===== src/rtl/craps_pkg.sv =====
// craps_pkg: shared types and constants for the craps datapath stages
// (dice roller, classifier, point tracker).
//   state_t   : dice-roller FSM states
//   LFSR_MASK : Galois feedback taps of the 16-bit LFSR
//   DIE_MIN/MAX, SUM_W : die face range and width of the dice sum
package craps_pkg;

  typedef enum logic [1:0] {
    IDLE     = 2'd0,
    TUMBLE   = 2'd1,
    WAIT_REL = 2'd2
  } state_t;

  localparam logic [15:0] LFSR_MASK = 16'hB400;
  localparam logic [2:0]  DIE_MIN   = 3'd1;
  localparam logic [2:0]  DIE_MAX   = 3'd6;
  localparam int unsigned SUM_W     = 4;

  function automatic logic [15:0] lfsr_next(input logic [15:0] cur);
    return (cur >> 1) ^ (cur[0] ? LFSR_MASK : '0);
  endfunction

  // Rejection sampling: raw values 6 and 7 are discarded and the face holds,
  // keeping the six faces equiprobable.
  function automatic logic [2:0] die_sample(input logic [2:0] raw,
                                            input logic [2:0] held);
    return (raw < DIE_MAX) ? 3'(raw + DIE_MIN) : held;
  endfunction

  function automatic logic [SUM_W-1:0] die_sum(input logic [2:0] a,
                                               input logic [2:0] b);
    return SUM_W'(a) + SUM_W'(b);
  endfunction

endpackage


===== src/rtl/lfsr16.sv =====
// lfsr16: free-running 16-bit Galois LFSR, shifts right every cycle.
//   clk   : clock
//   rst_n : asynchronous active-low reset, loads SEED
//   value : current LFSR state (never zero)
module lfsr16
  import craps_pkg::*;
#(
  parameter logic [15:0] SEED = 16'hACE1
) (
  input  logic        clk,
  input  logic        rst_n,
  output logic [15:0] value
);

  // An all-zero state would lock the LFSR up, so a zero seed becomes 1.
  localparam logic [15:0] RESET_VAL = (SEED == 16'h0000) ? 16'h0001 : SEED;

  always_ff @(posedge clk or negedge rst_n) begin
    if (!rst_n) begin
      value <= RESET_VAL;
    end else begin
      value <= lfsr_next(value);
    end
  end

endmodule


===== src/rtl/craps_dice_roller.sv =====
// craps_dice_roller: on a roll request tumbles two dice for ROLL_CYCLES
// cycles, then presents both faces, their sum and a valid flag. Holding
// the button yields one roll; re-arming needs roll low after the result.
//   clk, rst_n : clock, asynchronous active-low reset
//   roll       : debounced roll request level
//   die1, die2 : faces 1..6
//   sum        : die1 + die2 once valid
//   valid      : outputs hold a completed roll
//   busy       : high while tumbling
module craps_dice_roller
  import craps_pkg::*;
#(
  parameter logic [15:0] LFSR_SEED   = 16'hACE1,
  parameter int unsigned ROLL_CYCLES = 8
) (
  input  logic       clk,
  input  logic       rst_n,
  input  logic       roll,
  output logic [2:0] die1,
  output logic [2:0] die2,
  output logic [3:0] sum,
  output logic       valid,
  output logic       busy
);

  localparam logic [7:0] CNT_INIT = 8'(ROLL_CYCLES - 1);

  logic [15:0] lfsr;
  state_t      state_q, state_d;
  logic [7:0]  cnt_q, cnt_d;
  logic [2:0]  die1_d, die2_d;
  logic [3:0]  sum_d;
  logic        valid_d, busy_d;

  // Bits of the LFSR not consumed by the dice.
  logic        unused_lfsr_bits;
  assign unused_lfsr_bits = ^{lfsr[15:11], lfsr[7:3]};

  lfsr16 #(
    .SEED(LFSR_SEED)
  ) u_lfsr (
    .clk  (clk),
    .rst_n(rst_n),
    .value(lfsr)
  );

  always_ff @(posedge clk or negedge rst_n) begin
    if (!rst_n) begin
      state_q <= IDLE;
      cnt_q   <= '0;
      die1    <= DIE_MIN;
      die2    <= DIE_MIN;
      sum     <= '0;
      valid   <= 1'b0;
      busy    <= 1'b0;
    end else begin
      state_q <= state_d;
      cnt_q   <= cnt_d;
      die1    <= die1_d;
      die2    <= die2_d;
      sum     <= sum_d;
      valid   <= valid_d;
      busy    <= busy_d;
    end
  end

  always_comb begin
    state_d = state_q;
    cnt_d   = cnt_q;
    die1_d  = die1;
    die2_d  = die2;
    sum_d   = sum;
    valid_d = valid;
    busy_d  = busy;
    unique case (state_q)
      IDLE: begin
        busy_d = 1'b0;
        if (roll) begin
          state_d = TUMBLE;
          cnt_d   = CNT_INIT;
          valid_d = 1'b0;
          busy_d  = 1'b1;
        end
      end
      TUMBLE: begin
        die1_d = die_sample(lfsr[2:0], die1);
        die2_d = die_sample(lfsr[10:8], die2);
        if (cnt_q == '0) begin
          state_d = WAIT_REL;
          valid_d = 1'b1;
          busy_d  = 1'b0;
          // Sum of the faces written on this same edge, not the old ones.
          sum_d   = die_sum(die1_d, die2_d);
        end else begin
          cnt_d = cnt_q - 8'd1;
        end
      end
      WAIT_REL: begin
        busy_d  = 1'b0;
        valid_d = 1'b1;
        if (!roll) begin
          state_d = IDLE;
        end
      end
      default: begin
        state_d = IDLE;
      end
    endcase
  end

endmodule


===== config.mk =====
export PLATFORM = sky130hd
export DESIGN_NAME = craps_dice_roller
export DESIGN_NICKNAME = d
export VERILOG_FILES = /design/src/rtl/craps_pkg.sv /design/src/rtl/lfsr16.sv /design/src/rtl/craps_dice_roller.sv
export SDC_FILE = /design/constraint.sdc
export NUM_CORES = 1
export LEC_CHECK = 0
export CAP_MARGIN = 20
export CORE_ASPECT_RATIO = 0.5
export CORE_MARGIN = 4
export CORE_UTILIZATION = 41
export CTS_CLUSTER_DIAMETER = 60
export DETAILED_ROUTE_END_ITERATION = 10
export PLACE_DENSITY = 0.56
export SLEW_MARGIN = 25
export SYNTH_ARGS = -nofsm -noshare
export SYNTH_HDL_FRONTEND = slang
export SYNTH_SLANG_ARGS = --single-unit
export TNS_END_PERCENT = 30

===== constraint.sdc =====
create_clock -name clk -period 3.5 [get_ports clk]
set_input_delay 0.875 -clock clk [delete_from_list [all_inputs] [get_ports clk]]
set_output_delay 0.875 -clock clk [all_outputs]
set_load 0.02 [all_outputs]

==> impl_metrics.py <==
metrics = {
    "route": {
        "drtIter0Drc": 82,
        "first_pass_iters": 4,
        "drc": 0,
        "totalWireLength_um": 3440,
        "via_count": 1223,
        "ant_nets": 0,
        "viasPerCell": 5.12,
        "wl_per_cell_um": 14.4,
    },
    "clock_tree": {
        "clockRootBuffer": "clkbuf_8",
        "cts_buffers": 5,
        "clockBufferDepth": 2,
        "ctsHoldBuffers": 0,
        "insertion_delay_ns": 0.29,
        "clk_pin_slew_ns": 0.08,
        "clock_sinks": 38,
        "tritoncts": "yes",
        "cts_setup_buffers": 0,
        "cts_resized": 0,
        "h-tree-depth": 2,
    },
    "flow_run": {
        "maxCapViolations": 0,
    },
    "yosys": {
        "synth_cell_type_count": 38,
        "synthesis.instances": 163,
        "synth_top_area_share_pct": 37.4,
        "syn_area_sq_um": 1880,
        "ys_seq_elements": 38,
        "synth_top_area_cell": "dfrtp_1",
        "syn_nets": 178,
        "seq_area_frac_synth_pct": 51.4,
        "ys.warnings.count": 0,
        "synth.avg_cell_area_sq_um": 11.5,
        "synth.area.top_cells": "dfrtp_1, dfstp_2, ha_1, mux2_2, a21oi_1",
    },
    "worst_hold_path": {
        "holdCritPathClass": "reg -> reg",
        "min_path_cells": 0,
        "hold_end": "u_lfsr.value[2]",
        "hp-start": "u_lfsr.value[3]",
    },
    "sta": {
        "worst_pin_slew_ns": 0.835,
        "slew_headroom_pct": 44.3,
        "clock_skew_ns": 0.0101,
        "period_needed_ns": 2.40,
        "setup_viol": 0,
        "fmax_mhz": 417,
        "finalSetupTns_ns": 0,
        "hold_violations": 0,
        "drv_slew": 0,
        "grt_setup_unrepaired": "no",
        "finalCritPeriodShare_pct": 68.6,
    },
    "final_layout": {
        "fin_area_sq_um": 2180,
        "antenna_cells": 0,
        "fin_nets": 196,
        "final_cell_mix": "dfrtp_1, a21oi_1, clkdlybuf4s50_1, mux2_2, ha_1",
        "final-instance-count-excl-fill": 239,
        "final_common_cell": "dfrtp_1",
        "area_growth_pct": 16.2,
        "layout-drive-gt1-share_pct": 20.3,
    },
    "setup_path": {
        "required_ns": 3.68,
        "regToRegEndpoint": "cnt_q[5]",
        "reg2regPathDepth": 6,
        "crit_path_top_delay_cell": "or4_1",
        "timing.rr.start": "state_q[0]",
        "crit_buf_inv": 1,
        "max_stage_delay_ns": 0.51,
        "reg2reg_slack_ns": 1.25,
        "critPathArrivalTime_ns": 2.58,
        "end_kind": "flip-flop",
        "path_cells": "clkdlybuf4s50_1 > mux2i_1 > or4_1 > or4_1 > mux2i_1",
        "path_max_fanout": 5,
        "critPathLaunchType": "input pin",
        "critPathTopFamily": "simple AND/OR/NAND/NOR gates",
        "path_class": "in -> reg",
    },
    "grt": {
        "grt_usage_pct": 13.2,
        "grt_pass1_vias": 1247,
        "grt_use_met3_pct": 4.75,
        "grt_pass1_wl_um": 6060,
        "use_met1_pct": 17.4,
        "grt-busiest-layer": "met2",
        "grt.overflow.total": 0,
        "grt_antenna_before_repair": 0,
        "use_met2_pct": 20.5,
        "grt_start_max_net_pins": 39,
    },
    "floorplanning": {
        "io_pins": 15,
        "rows": 17,
        "die_y_um": 55.8,
        "start_util_pct": 42.6,
        "die-area_sq_um": 5790,
        "core_sq_um": 4400,
        "die_w_um": 104,
    },
    "placement": {
        "placed_area_sq_um": 2070,
        "port-buffer-count": 14,
        "dp.cells": 231,
        "gp_congestion": 0.762,
        "dp_hpwl_um": 2420,
    },
    "outcome": {
        "status": "complete, no violations",
    },
    "power": {
        "power-per-cell-area_nw_per_um2": 382,
        "ir_drop_mv": 0.323,
        "leakagePower_nw": 1.03,
    },
}
==> sequential cells by signal, indices dropped and copies added (netlist names), named ones only <==
name and flops:
busy 1, cnt_q 8, die1 3, die2 2, state_q 2, sum 4
u_lfsr.value 16, valid 1
==> where the power goes <==
| group | total (mW) | switching [mW] | internal [mW] |
|---|---|---|---|
| logic | 0.0151 | 0.0110 | 0.00404 |
| registers | 0.440 | 0.000267 | 0.440 |
| clock network | 0.377 | 0.165 | 0.212 |
| total | 0.832 | 0.176 | 0.656 |
==> per-layer routing <==
metal | vias to the layer above | wire [um]
met1 | 587 | 1770
met3 | 5 | 118
met4 | 0 | 34
li1 | 622 | -
met5 | - | 0
met2 | 9 | 1510
==> cells in the mapped netlist, drive strengths merged <==
library cell,instances
mux2i,6
a21oi,14
or3,2
o31ai,2
nand2b,6
fa,1
nor4,1
nor4b,1
inv,8
ha,11
and2,1
xor2,4
buf,3
a31oi,1
nand3,3
o21ai,7
o311ai,1
mux2,11
dfrtp,28
nor3,7
o2111ai,2
nor2,8
clkbuf,2
o211ai,3
a31o,1
a21o,1
nor2b,2
or4,4
dfstp,10
nand2,9
a221o,1
o31a,2
==> logic make-up after synthesis <==
| family | synth area share, % |
|---|---|
| simple gates | 12.9 |
| flops | 51.4 |
| compound gates | 12.4 |
| mux | 9.81 |
| buf+inv | 3.27 |
| fa+ha+maj | 8.41 |
| xor+xnor | 1.87 |
==> worst max-delay path by stage <==
stage | start | endpoint | cells after the start
floorplan | roll | cnt_q[5] | 5
global placement | roll | cnt_q[5] | 5
detailed placement | roll | cnt_q[5] | 5
CTS | roll | cnt_q[5] | 5
global route | roll | cnt_q[5] | 5
finish | roll | cnt_q[5] | 5
==> area by class of cell <==
cell class | count | area, sq um
clock buffer | 5 | 68.8
clock inverter | 3 | 45.0
fill | 408 | 2220
inverter | 8 | 30.0
multi-input combinational | 112 | 851
sequential | 38 | 963
tap | 57 | 71.3
timing repair buffer | 16 | 150
==> stage by stage <==
step	utilization, %	setup slack, ns	power, mW	hold WS, ns
floorplan	-	1.18	0.452	0.331
global placement	46.9	0.808	0.464	0.334
detailed placement	46.9	0.795	0.464	0.335
CTS	49.5	1.09	0.846	0.354
global route	49.5	1.00	0.871	0.362
finish	49.5	1.10	0.832	0.351
(Power assumes the default switching activity.)
